File: src/rtl/srec_loader_pkg.sv
// Shared constants and address helpers for the SREC loader path
// (srec_parser users and srec_word_packer).
package srec_loader_pkg;

    localparam int BYTE_W     = 8;
    localparam int MAX_ADDR_W = 64;

    function automatic int clog2(input int value);
        int result;
        result = 0;
        while ((1 << result) < value) begin
            result++;
        end
        return result;
    endfunction

    // Byte lane inside a word; callers truncate to their lane width.
    function automatic logic [MAX_ADDR_W-1:0] lane_index(input logic [MAX_ADDR_W-1:0] addr,
                                                         input int lane_w);
        return addr & ((64'd1 << lane_w) - 64'd1);
    endfunction

    function automatic logic [MAX_ADDR_W-1:0] word_index(input logic [MAX_ADDR_W-1:0] addr,
                                                         input int lane_w);
        return addr >> lane_w;
    endfunction

endpackage

File: src/rtl/srec_lane_merge.sv
// Combinational byte-lane merge: drops one byte into its lane of a word and
// sets the matching enable bit; a repeated lane is simply overwritten.
module srec_lane_merge
    import srec_loader_pkg::*;
#(
    parameter int WORD_BYTES = 4,
    parameter int LANE_IW    = 2
) (
    input  logic [BYTE_W*WORD_BYTES-1:0] word,
    input  logic [WORD_BYTES-1:0]        enable,
    input  logic [LANE_IW-1:0]           lane,
    input  logic [BYTE_W-1:0]            data_byte,
    output logic [BYTE_W*WORD_BYTES-1:0] merged_word,
    output logic [WORD_BYTES-1:0]        merged_enable
);

    always_comb begin
        merged_word   = word;
        merged_enable = enable;
        for (int k = 0; k < WORD_BYTES; k++) begin
            if (lane == LANE_IW'(k)) begin
                merged_word[k*BYTE_W +: BYTE_W] = data_byte;
                merged_enable[k]                = 1'b1;
            end
        end
    end

endmodule

File: src/rtl/srec_word_packer.sv
// Packs parser byte writes into aligned words with byte enables and a valid/ready
// output. Optional counters enabled by defining SREC_PACKER_STATS_EN.
module srec_word_packer
    import srec_loader_pkg::*;
#(
    parameter int ADDR_WIDTH = 32,
    parameter int WORD_BYTES = 4
) (
    input  logic                                     clock,
    input  logic                                     reset,
    input  logic [ADDR_WIDTH-1:0]                    byte_address,
    input  logic [7:0]                               byte_data,
    input  logic                                     byte_valid,
    input  logic                                     flush,
    output logic [ADDR_WIDTH-clog2(WORD_BYTES)-1:0]  word_address,
    output logic [8*WORD_BYTES-1:0]                  word_data,
    output logic [WORD_BYTES-1:0]                    word_byte_enable,
    output logic                                     word_valid,
    input  logic                                     word_ready,
    output logic                                     overflow,
    output logic [15:0]                              stat_words,
    output logic [15:0]                              stat_partial
);

    localparam int LANE_W  = clog2(WORD_BYTES);
    localparam int LANE_IW = (LANE_W == 0) ? 1 : LANE_W;
    localparam int WADDR_W = ADDR_WIDTH - LANE_W;
    localparam int DATA_W  = BYTE_W * WORD_BYTES;
    localparam logic [WORD_BYTES-1:0] ALL_LANES = '1;

    logic [MAX_ADDR_W-1:0] addr_ext;
    logic [WADDR_W-1:0]    in_word;
    logic [LANE_IW-1:0]    in_lane;

    logic [WADDR_W-1:0]    acc_addr, acc_addr_nx;
    logic [DATA_W-1:0]     acc_data, acc_data_nx;
    logic [WORD_BYTES-1:0] acc_be, acc_be_nx;
    logic                  pending_flush, pending_flush_nx;

    logic                  eff_flush;
    logic                  acc_hit;
    logic [DATA_W-1:0]     base_data, merged_data;
    logic [WORD_BYTES-1:0] base_be, merged_be;

    logic                  evict;
    logic [WADDR_W-1:0]    ev_addr;
    logic [DATA_W-1:0]     ev_data;
    logic [WORD_BYTES-1:0] ev_be;
    logic                  can_load;

    assign addr_ext = MAX_ADDR_W'(byte_address);
    assign in_word  = WADDR_W'(word_index(addr_ext, LANE_W));
    assign in_lane  = LANE_IW'(lane_index(addr_ext, LANE_W));

    // A pending flush behaves exactly like a fresh flush request on the next cycle.
    assign eff_flush = flush | pending_flush;
    assign acc_hit   = (acc_be != '0) && (acc_addr == in_word);
    assign base_data = acc_hit ? acc_data : '0;
    assign base_be   = acc_hit ? acc_be : '0;

    srec_lane_merge #(
        .WORD_BYTES (WORD_BYTES),
        .LANE_IW    (LANE_IW)
    ) u_lane_merge (
        .word          (base_data),
        .enable        (base_be),
        .lane          (in_lane),
        .data_byte     (byte_data),
        .merged_word   (merged_data),
        .merged_enable (merged_be)
    );

    always_comb begin
        acc_addr_nx      = acc_addr;
        acc_data_nx      = acc_data;
        acc_be_nx        = acc_be;
        pending_flush_nx = 1'b0;
        evict            = 1'b0;
        ev_addr          = acc_addr;
        ev_data          = acc_data;
        ev_be            = acc_be;
        if (byte_valid) begin
            if ((acc_be == '0) || acc_hit) begin
                if ((merged_be == ALL_LANES) || eff_flush) begin
                    evict       = 1'b1;
                    ev_addr     = in_word;
                    ev_data     = merged_data;
                    ev_be       = merged_be;
                    acc_data_nx = '0;
                    acc_be_nx   = '0;
                end else begin
                    acc_addr_nx = in_word;
                    acc_data_nx = merged_data;
                    acc_be_nx   = merged_be;
                end
            end else begin
                // Address change: old word leaves now, new byte starts over.
                evict            = 1'b1;
                acc_addr_nx      = in_word;
                acc_data_nx      = merged_data;
                acc_be_nx        = merged_be;
                pending_flush_nx = eff_flush;
            end
        end else if (eff_flush && (acc_be != '0)) begin
            evict       = 1'b1;
            acc_data_nx = '0;
            acc_be_nx   = '0;
        end
    end

    assign can_load = !word_valid || word_ready;

    always_ff @(posedge clock or posedge reset) begin
        if (reset) begin
            acc_addr         <= '0;
            acc_data         <= '0;
            acc_be           <= '0;
            pending_flush    <= 1'b0;
            word_address     <= '0;
            word_data        <= '0;
            word_byte_enable <= '0;
            word_valid       <= 1'b0;
            overflow         <= 1'b0;
        end else begin
            acc_addr      <= acc_addr_nx;
            acc_data      <= acc_data_nx;
            acc_be        <= acc_be_nx;
            pending_flush <= pending_flush_nx;
            if (evict) begin
                if (can_load) begin
                    word_address     <= ev_addr;
                    word_data        <= ev_data;
                    word_byte_enable <= ev_be;
                    word_valid       <= 1'b1;
                end else begin
                    overflow <= 1'b1;
                end
            end else if (word_ready) begin
                word_valid <= 1'b0;
            end
        end
    end

`ifdef SREC_PACKER_STATS_EN
    logic accept;
    assign accept = word_valid & word_ready;

    always_ff @(posedge clock or posedge reset) begin
        if (reset) begin
            stat_words   <= '0;
            stat_partial <= '0;
        end else if (accept) begin
            if (stat_words != 16'hFFFF) begin
                stat_words <= stat_words + 16'd1;
            end
            if ((word_byte_enable != ALL_LANES) && (stat_partial != 16'hFFFF)) begin
                stat_partial <= stat_partial + 16'd1;
            end
        end
    end
`else
    assign stat_words   = 16'h0;
    assign stat_partial = 16'h0;
`endif

endmodule

File: config.mk
export PLATFORM = sky130hd
export DESIGN_NAME = srec_word_packer
export DESIGN_NICKNAME = d
export VERILOG_FILES = /design/src/rtl/srec_loader_pkg.sv /design/src/rtl/srec_lane_merge.sv /design/src/rtl/srec_word_packer.sv
export SDC_FILE = /design/constraint.sdc
export NUM_CORES = 1
export LEC_CHECK = 0
export CORE_MARGIN = 2
export CORE_UTILIZATION = 35
export CTS_CLUSTER_SIZE = 25
export DETAILED_ROUTE_END_ITERATION = 12
export GPL_TIMING_DRIVEN = 0
export HOLD_SLACK_MARGIN = 0.03
export SLEW_MARGIN = 20
export SYNTH_ARGS = -nofsm -noshare
export SYNTH_HDL_FRONTEND = slang
export SYNTH_SLANG_ARGS = --single-unit
File: constraint.sdc
create_clock -name clock -period 6 [get_ports clock]
set_input_delay 0.9 -clock clock [delete_from_list [all_inputs] [get_ports clock]]
set_output_delay 0.9 -clock clock [all_outputs]
set_load 0.02 [all_outputs]
==> results of run 1 <==
[final cells by class]
class,instances,area [um2],share of cell area
buffer,59,397,0.0462
clock buffer,21,460,0.0537
clock inverter,11,124,0.0144
inverter,3,18.8,0.00219
multi-input combinational,405,2790,0.325
sequential,135,3380,0.394
tap,229,287,0.0334
timing repair buffer,111,1130,0.132
[registers in the layout (all words and copies together), names as in the netlist]
signal / count
acc_data: 32
word_data: 32
acc_addr: 30
word_address: 30
acc_be: 4
word_byte_enable: 4
overflow: 1
pending_flush: 1
word_valid: 1
[where the power goes]
group,internal (uW),switching [uW]
clock,633,401
combinational,526,604
sequential,1130,140
[stage by stage]
step / instance area, um2 / cells / util / setup TNS (ps) / setup slack, ps
floorplan: 6570 / 602 / - / 0 / 1490
global placement: 7960 / 941 / 0.442 / -45400 / -344
detailed placement: 8000 / 942 / 0.444 / 0 / 2040
CTS: 8580 / 974 / 0.476 / 0 / 2490
global route: 8580 / 974 / 0.476 / 0 / 2310
finish: 8580 / 974 / 0.476 / 0 / 2490
[cell families after synthesis]
group,Yosys count
mux,64
buf+inv,62
simple gates,123
compound gates,156
flops,135
xor+xnor,30
other cells,1
[synthesized netlist by cell type, types with 3 or more instances]
| master | instances |
|---|---|
| nor3_1 | 3 |
| nand3_1 | 6 |
| dfrtp_1 | 135 |
| buf_4 | 41 |
| nand2_1 | 14 |
| a21oi_2 | 4 |
| nand4_1 | 3 |
| nor4_2 | 5 |
| o21bai_1 | 3 |
| buf_2 | 10 |
| inv_1 | 3 |
| nand2b_1 | 3 |
| clkbuf_1 | 4 |
| xor2_1 | 30 |
| a22o_1 | 32 |
| a32oi_1 | 8 |
| a21oi_1 | 65 |
| mux2i_1 | 31 |
| nor4_1 | 3 |
| nor2_1 | 73 |
| a2bb2oi_1 | 25 |
| mux2_2 | 30 |
| a21o_1 | 5 |
| mux2_1 | 3 |
[worst max-delay path, delay by kind of cell]
kind,cells,cell delay (ps)
muxes,1,230
xor gates and xnor gates,1,180
AOI/OAI and AO/OA,2,380
and+or+nand+nor,3,1260
buffers and inverters,2,840
[layer usage]
| layer | routed length, um | vias up |
|---|---|---|
| li1 | - | 2330 |
| met1 | 8040 | 2484 |
| met2 | 8520 | 169 |
| met3 | 1080 | 16 |
| met4 | 202 | 0 |
| met5 | 0 | - |
[worst paths after layout]
check	slack, ps	cells past startpoint	to
setup reg to reg	3030	8	word_address[5]
hold / removal	490	1	word_byte_enable[1]
max in group asynchronous	4370	3	acc_data[27]
min in group asynchronous	910	2	word_byte_enable[2]
setup / recovery	2490	9	word_address[5]
hold reg to reg	490	1	word_byte_enable[1]
==> flow_metrics.env, run 1 <==
export IMPL_max_slew_margin=0.440
export IMPL_grt_usage=0.184
export IMPL_cts_tree="yes"
export IMPL_fillers=1675
export IMPL_clk_latency_ps=420
export IMPL_synthMuxAreaShare=0.106
export IMPL_synth_top_family_by_area="compound AO/OA/AOI/OAI gates"
export IMPL_fp_dieH_um=140
export IMPL_port_buffers=110
export IMPL_antenna_cells=0
export IMPL_hold_viol_final=0
export IMPL_setup_violations=0
export IMPL_cp_slowest_cell="nor4_1"
export IMPL_post_cts_buffers=0
export IMPL_clkTransAtPathRegs_ps=60
export IMPL_hpwlAfterDp_mm=12.7
export IMPL_reg2reg_from="acc_addr[22]"
export IMPL_synthXorXnorAreaFrac=0.0407
export IMPL_hp_start="word_byte_enable[1]"
export IMPL_synthFlopType="dfrtp_1"
export IMPL_outcome="finished, final reports clean"
export IMPL_grt_use_met1=0.243
export IMPL_rows=49
export IMPL_synth_cell_type_count=50
export IMPL_synth_area_top_cells="dfrtp_1, mux2_2, a21oi_1"
export IMPL_power_uw=3430
export IMPL_antenna_left=0
export IMPL_crit_type="primary input to flop"
export IMPL_grt_busiest_layer="met2"
export IMPL_rsz0062_at_grt="no"
export IMPL_io_pins=145
export IMPL_clock_sinks=135
export IMPL_max_stage_delay_ps=540
export IMPL_cp_max_fo=10
export IMPL_drc=0
export IMPL_wire_per_inst_um=18.3
export IMPL_worst_slew_pin_slew_ps=840
export IMPL_yosys_area_top_type_share=0.523
export IMPL_start_kind="primary input"
export IMPL_cts_buffers=17
export IMPL_via_count=4999
export IMPL_cts_resized=0
export IMPL_netlist_instances=571
export IMPL_drt_iter0_drc=336
export IMPL_antenna_found_initial=0
export IMPL_grt_pass1_wl_mm=27.8
export IMPL_ir_drop_mv=0.199
export IMPL_cp_data_required_time_ps=6300
export IMPL_synth_edff_count=0
export IMPL_yosys_area_share_simple=0.0924
export IMPL_synth_area_mm2=0.00646
export IMPL_cts_hold_buf=0
export IMPL_synthToLayoutAreaGrowth_pct=32.9
export IMPL_timing_hold_ws_ps=492
export IMPL_fin_skew_ps=9.08
export IMPL_avgSynthCellArea_um2=11.3
export IMPL_yosysSeqAreaShare=0.523
export IMPL_grt_util_met2=0.303
export IMPL_crit_path_start="byte_address[24]"
export IMPL_fmax_ghz=0.285
export IMPL_async_reset_ff_frac=1.00
export IMPL_layout_common_cells="dfrtp_1, clkdlybuf4s50_1, nor2_1"
export IMPL_wirelength_mm=17.8
export IMPL_dieWidth_um=140
export IMPL_yosysTopAreaCell="dfrtp_1"
export IMPL_cts_buffer_depth=2
export IMPL_firstDrtPassIters=4
export IMPL_ctsRootBufferMaster="clkbuf_16"
export IMPL_use_met3=0.0478
export IMPL_overflow=0
export IMPL_cp_arrival_ps=3810
export IMPL_powerDensity_mw_per_mm2=400
export IMPL_ys_warn_count=0
export IMPL_min_path_type="flop to flop"
export IMPL_initial_core_util=0.358
export IMPL_synthAdderAreaFrac=0
export IMPL_fin_nets=777
export IMPL_die_area_mm2=0.0196
export IMPL_period_share=0.586
export IMPL_max_cap_violations=0
export IMPL_gp_congestion=0.849
export IMPL_final_max_slew_viol_count=0
export IMPL_grt_pass1_vias=4948
export IMPL_synth_compound_area_frac=0.174
export IMPL_layout_min_cycle_time_ps=3510
export IMPL_vias_per_cell=5.13
export IMPL_cp_end_kind="flop"
export IMPL_crit_chain="clkdlybuf4s50_1 > xor2_1 > nor4_1 > nand4_1 > o22ai_2 > nand3_1 > buf_2 > mux2i_1 > a21oi_1"
export IMPL_layout_commonest_cell="dfrtp_1"
export IMPL_p_leak_uw=0.00388
export IMPL_synth_seq_cells=135
export IMPL_h_tree_depth=4
export IMPL_grt_max_degree=76
export IMPL_core_area_mm2=0.0180
export IMPL_drive_gt1_frac=0.177
No activity file was read; power rests on OpenSTA's default activity.
==> run 2, diff against run 1 <==
- clock period: 6 -> 3.18 ns (I/O delays scaled with it)
==> flow_metrics.env, run 2 (synthesized netlist as in run 1, its figures left out) <==
export IMPL_cp_end_kind="flop"
export IMPL_final_max_slew_viol_count=0
export IMPL_cts_buffers=17
export IMPL_power_frac_comb=0.328
export IMPL_vias_per_cell=5.12
export IMPL_rsz0062_at_grt="no"
export IMPL_seq_power_share=0.365
export IMPL_wl_met1_mm=7.95
export IMPL_cts_buffer_depth=2
export IMPL_cp_arrival_ps=3320
export IMPL_fin_area_mm2=0.00865
export IMPL_worst_slew_pin_slew_ps=871
export IMPL_wl_met2_mm=8.59
export IMPL_powerDensity_mw_per_mm2=756
export IMPL_die_area_mm2=0.0196
export IMPL_rows=49
export IMPL_initial_core_util=0.358
export IMPL_cp_max_fo=8
export IMPL_period_share=0.951
export IMPL_clock_power_share=0.307
export IMPL_outcome="finished, final reports clean"
export IMPL_reg_largest_list="acc_data: 32 flops, word_data: 32 flops"
export IMPL_fmax_ghz=0.331
export IMPL_wirelength_mm=17.9
export IMPL_met3_length_mm=1.15
export IMPL_h_tree_depth=4
export IMPL_crit_type="primary input to flop"
export IMPL_top_layer="met4"
export IMPL_antenna_found_initial=0
export IMPL_fin_setup_tns_ps=0
export IMPL_layout_common_cells="dfrtp_1, clkdlybuf4s50_1, nor2_1"
export IMPL_max_cap_violations=0
export IMPL_multi_input_area_mm2=0.00279
export IMPL_ir_drop_mv=0.389
export IMPL_hpwlAfterDp_mm=13.2
export IMPL_wire_per_inst_um=18.4
export IMPL_drive_gt1_frac=0.181
export IMPL_r2r_setup_slack_ps=260
export IMPL_clock_sinks=135
export IMPL_fp_dieH_um=140
export IMPL_clkTransAtPathRegs_ps=60
export IMPL_drt_iter0_drc=346
export IMPL_clk_latency_ps=420
export IMPL_layout_min_cycle_time_ps=3030
export IMPL_start_kind="primary input"
export IMPL_antenna_cells=0
export IMPL_layout_commonest_cell="dfrtp_1"
export IMPL_dpl_cell_area_mm2=0.00805
export IMPL_ctsRootBufferMaster="clkbuf_16"
export IMPL_grt_pass1_wl_mm=28.5
export IMPL_via_count=4997
export IMPL_post_cts_buffers=0
export IMPL_drc=0
export IMPL_fillers=1680
export IMPL_grt_max_degree=36
export IMPL_max_slew_margin=0.419
export IMPL_core_area_mm2=0.0180
export IMPL_cp_data_required_time_ps=3470
export IMPL_regArea_mm2=0.00338
export IMPL_grt_usage=0.187
export IMPL_dieWidth_um=140
export IMPL_antenna_left=0
export IMPL_io_pins=145
export IMPL_p_leak_uw=0.00390
export IMPL_fin_nets=780
export IMPL_port_buffers=110
export IMPL_setup_violations=0
export IMPL_cellInternalPower_uw=4370
export IMPL_min_path_type="primary input to async pin"
export IMPL_fin_skew_ps=13.2
export IMPL_switchingPower_uw=2170
export IMPL_hold_viol_final=0
export IMPL_dp_cells=945
export IMPL_firstDrtPassIters=6
export IMPL_gp_congestion=0.846
export IMPL_fin_cells=976
export IMPL_grt_pass1_vias=5247
export IMPL_overflow=0
export IMPL_p_sw_frac=0.331
export IMPL_cts_tree="yes"
export IMPL_synthToLayoutAreaGrowth_pct=33.9
## run 2: changes by cell type in the layout (fill, tap and decap cells not counted), sizes merged
cell | before | now
buf | 55 | 58
bufinv | 2 | 3
clkbuf | 26 | 25
clkinv | 5 | 4
clkinvlp | 3 | 4
inv | 4 | 3
## run 2: final cells by class
cell class	instances	share of cell area
inverters	3	0.00174
clock inverters	11	0.0172
well taps	229	0.0331
plain buffers	59	0.0459
multi-input cells	405	0.323
repair buffers	114	0.137
flip-flops and latches	135	0.391
clock buffers	20	0.0517
## run 2: through the flow
stage	util	power [uW]	setup WS, ps	hold slack [ps]
final	0.480	6540	154	387
after global routing	0.480	6870	0.324	394
after CTS	0.479	6600	121	384
after detailed placement	0.446	4580	-328	484
after global placement	0.442	4530	-285	467
after floorplan	-	3570	924	467
## run 2: power groups by stage
stage | Clock [uW] | Combinational, uW | Sequential [uW]
4_1_cts | 2040 | 2170 | 2390
5_1_grt | 2120 | 2300 | 2440
2_1_floorplan | 0 | 813 | 2760
3_3_place_gp | 0 | 2120 | 2410
6_report | 2010 | 2140 | 2390
3_5_place_dp | 0 | 2160 | 2420
## run 2: worst max-delay path: stages
cell             delay, ps
clkdlybuf4s50_1        460
xor2_1                 160
nor4_1                 490
nand4_1                390
nor3_1                 300
o221ai_1               440
a2bb2oi_1              470
a21oi_1                130
## run 2: worst paths after layout
check | start | to | cells past startpoint
worst min-delay path | reset | word_address[2] | 2
worst max-delay path | byte_address[16] | word_data[31] | 8
min in group clock | overflow | overflow | 1
worst min register to register | overflow | overflow | 1
worst max register to register | acc_addr[14] | word_data[31] | 7
max in group asynchronous | reset | acc_addr[25] | 4
## run 2: per-layer routing
metal | up-vias | global-route usage
met5 | - | 0
met4 | 0 | 0.0516
met3 | 22 | 0.0516
met2 | 160 | 0.308
met1 | 2483 | 0.244
li1 | 2332 | -
## run 2: what timing repair did
item,4_1_cts,5_1_grt
gates resized for setup,0,1
hold buffers,0,0
endpoints found under the setup margin,0,29
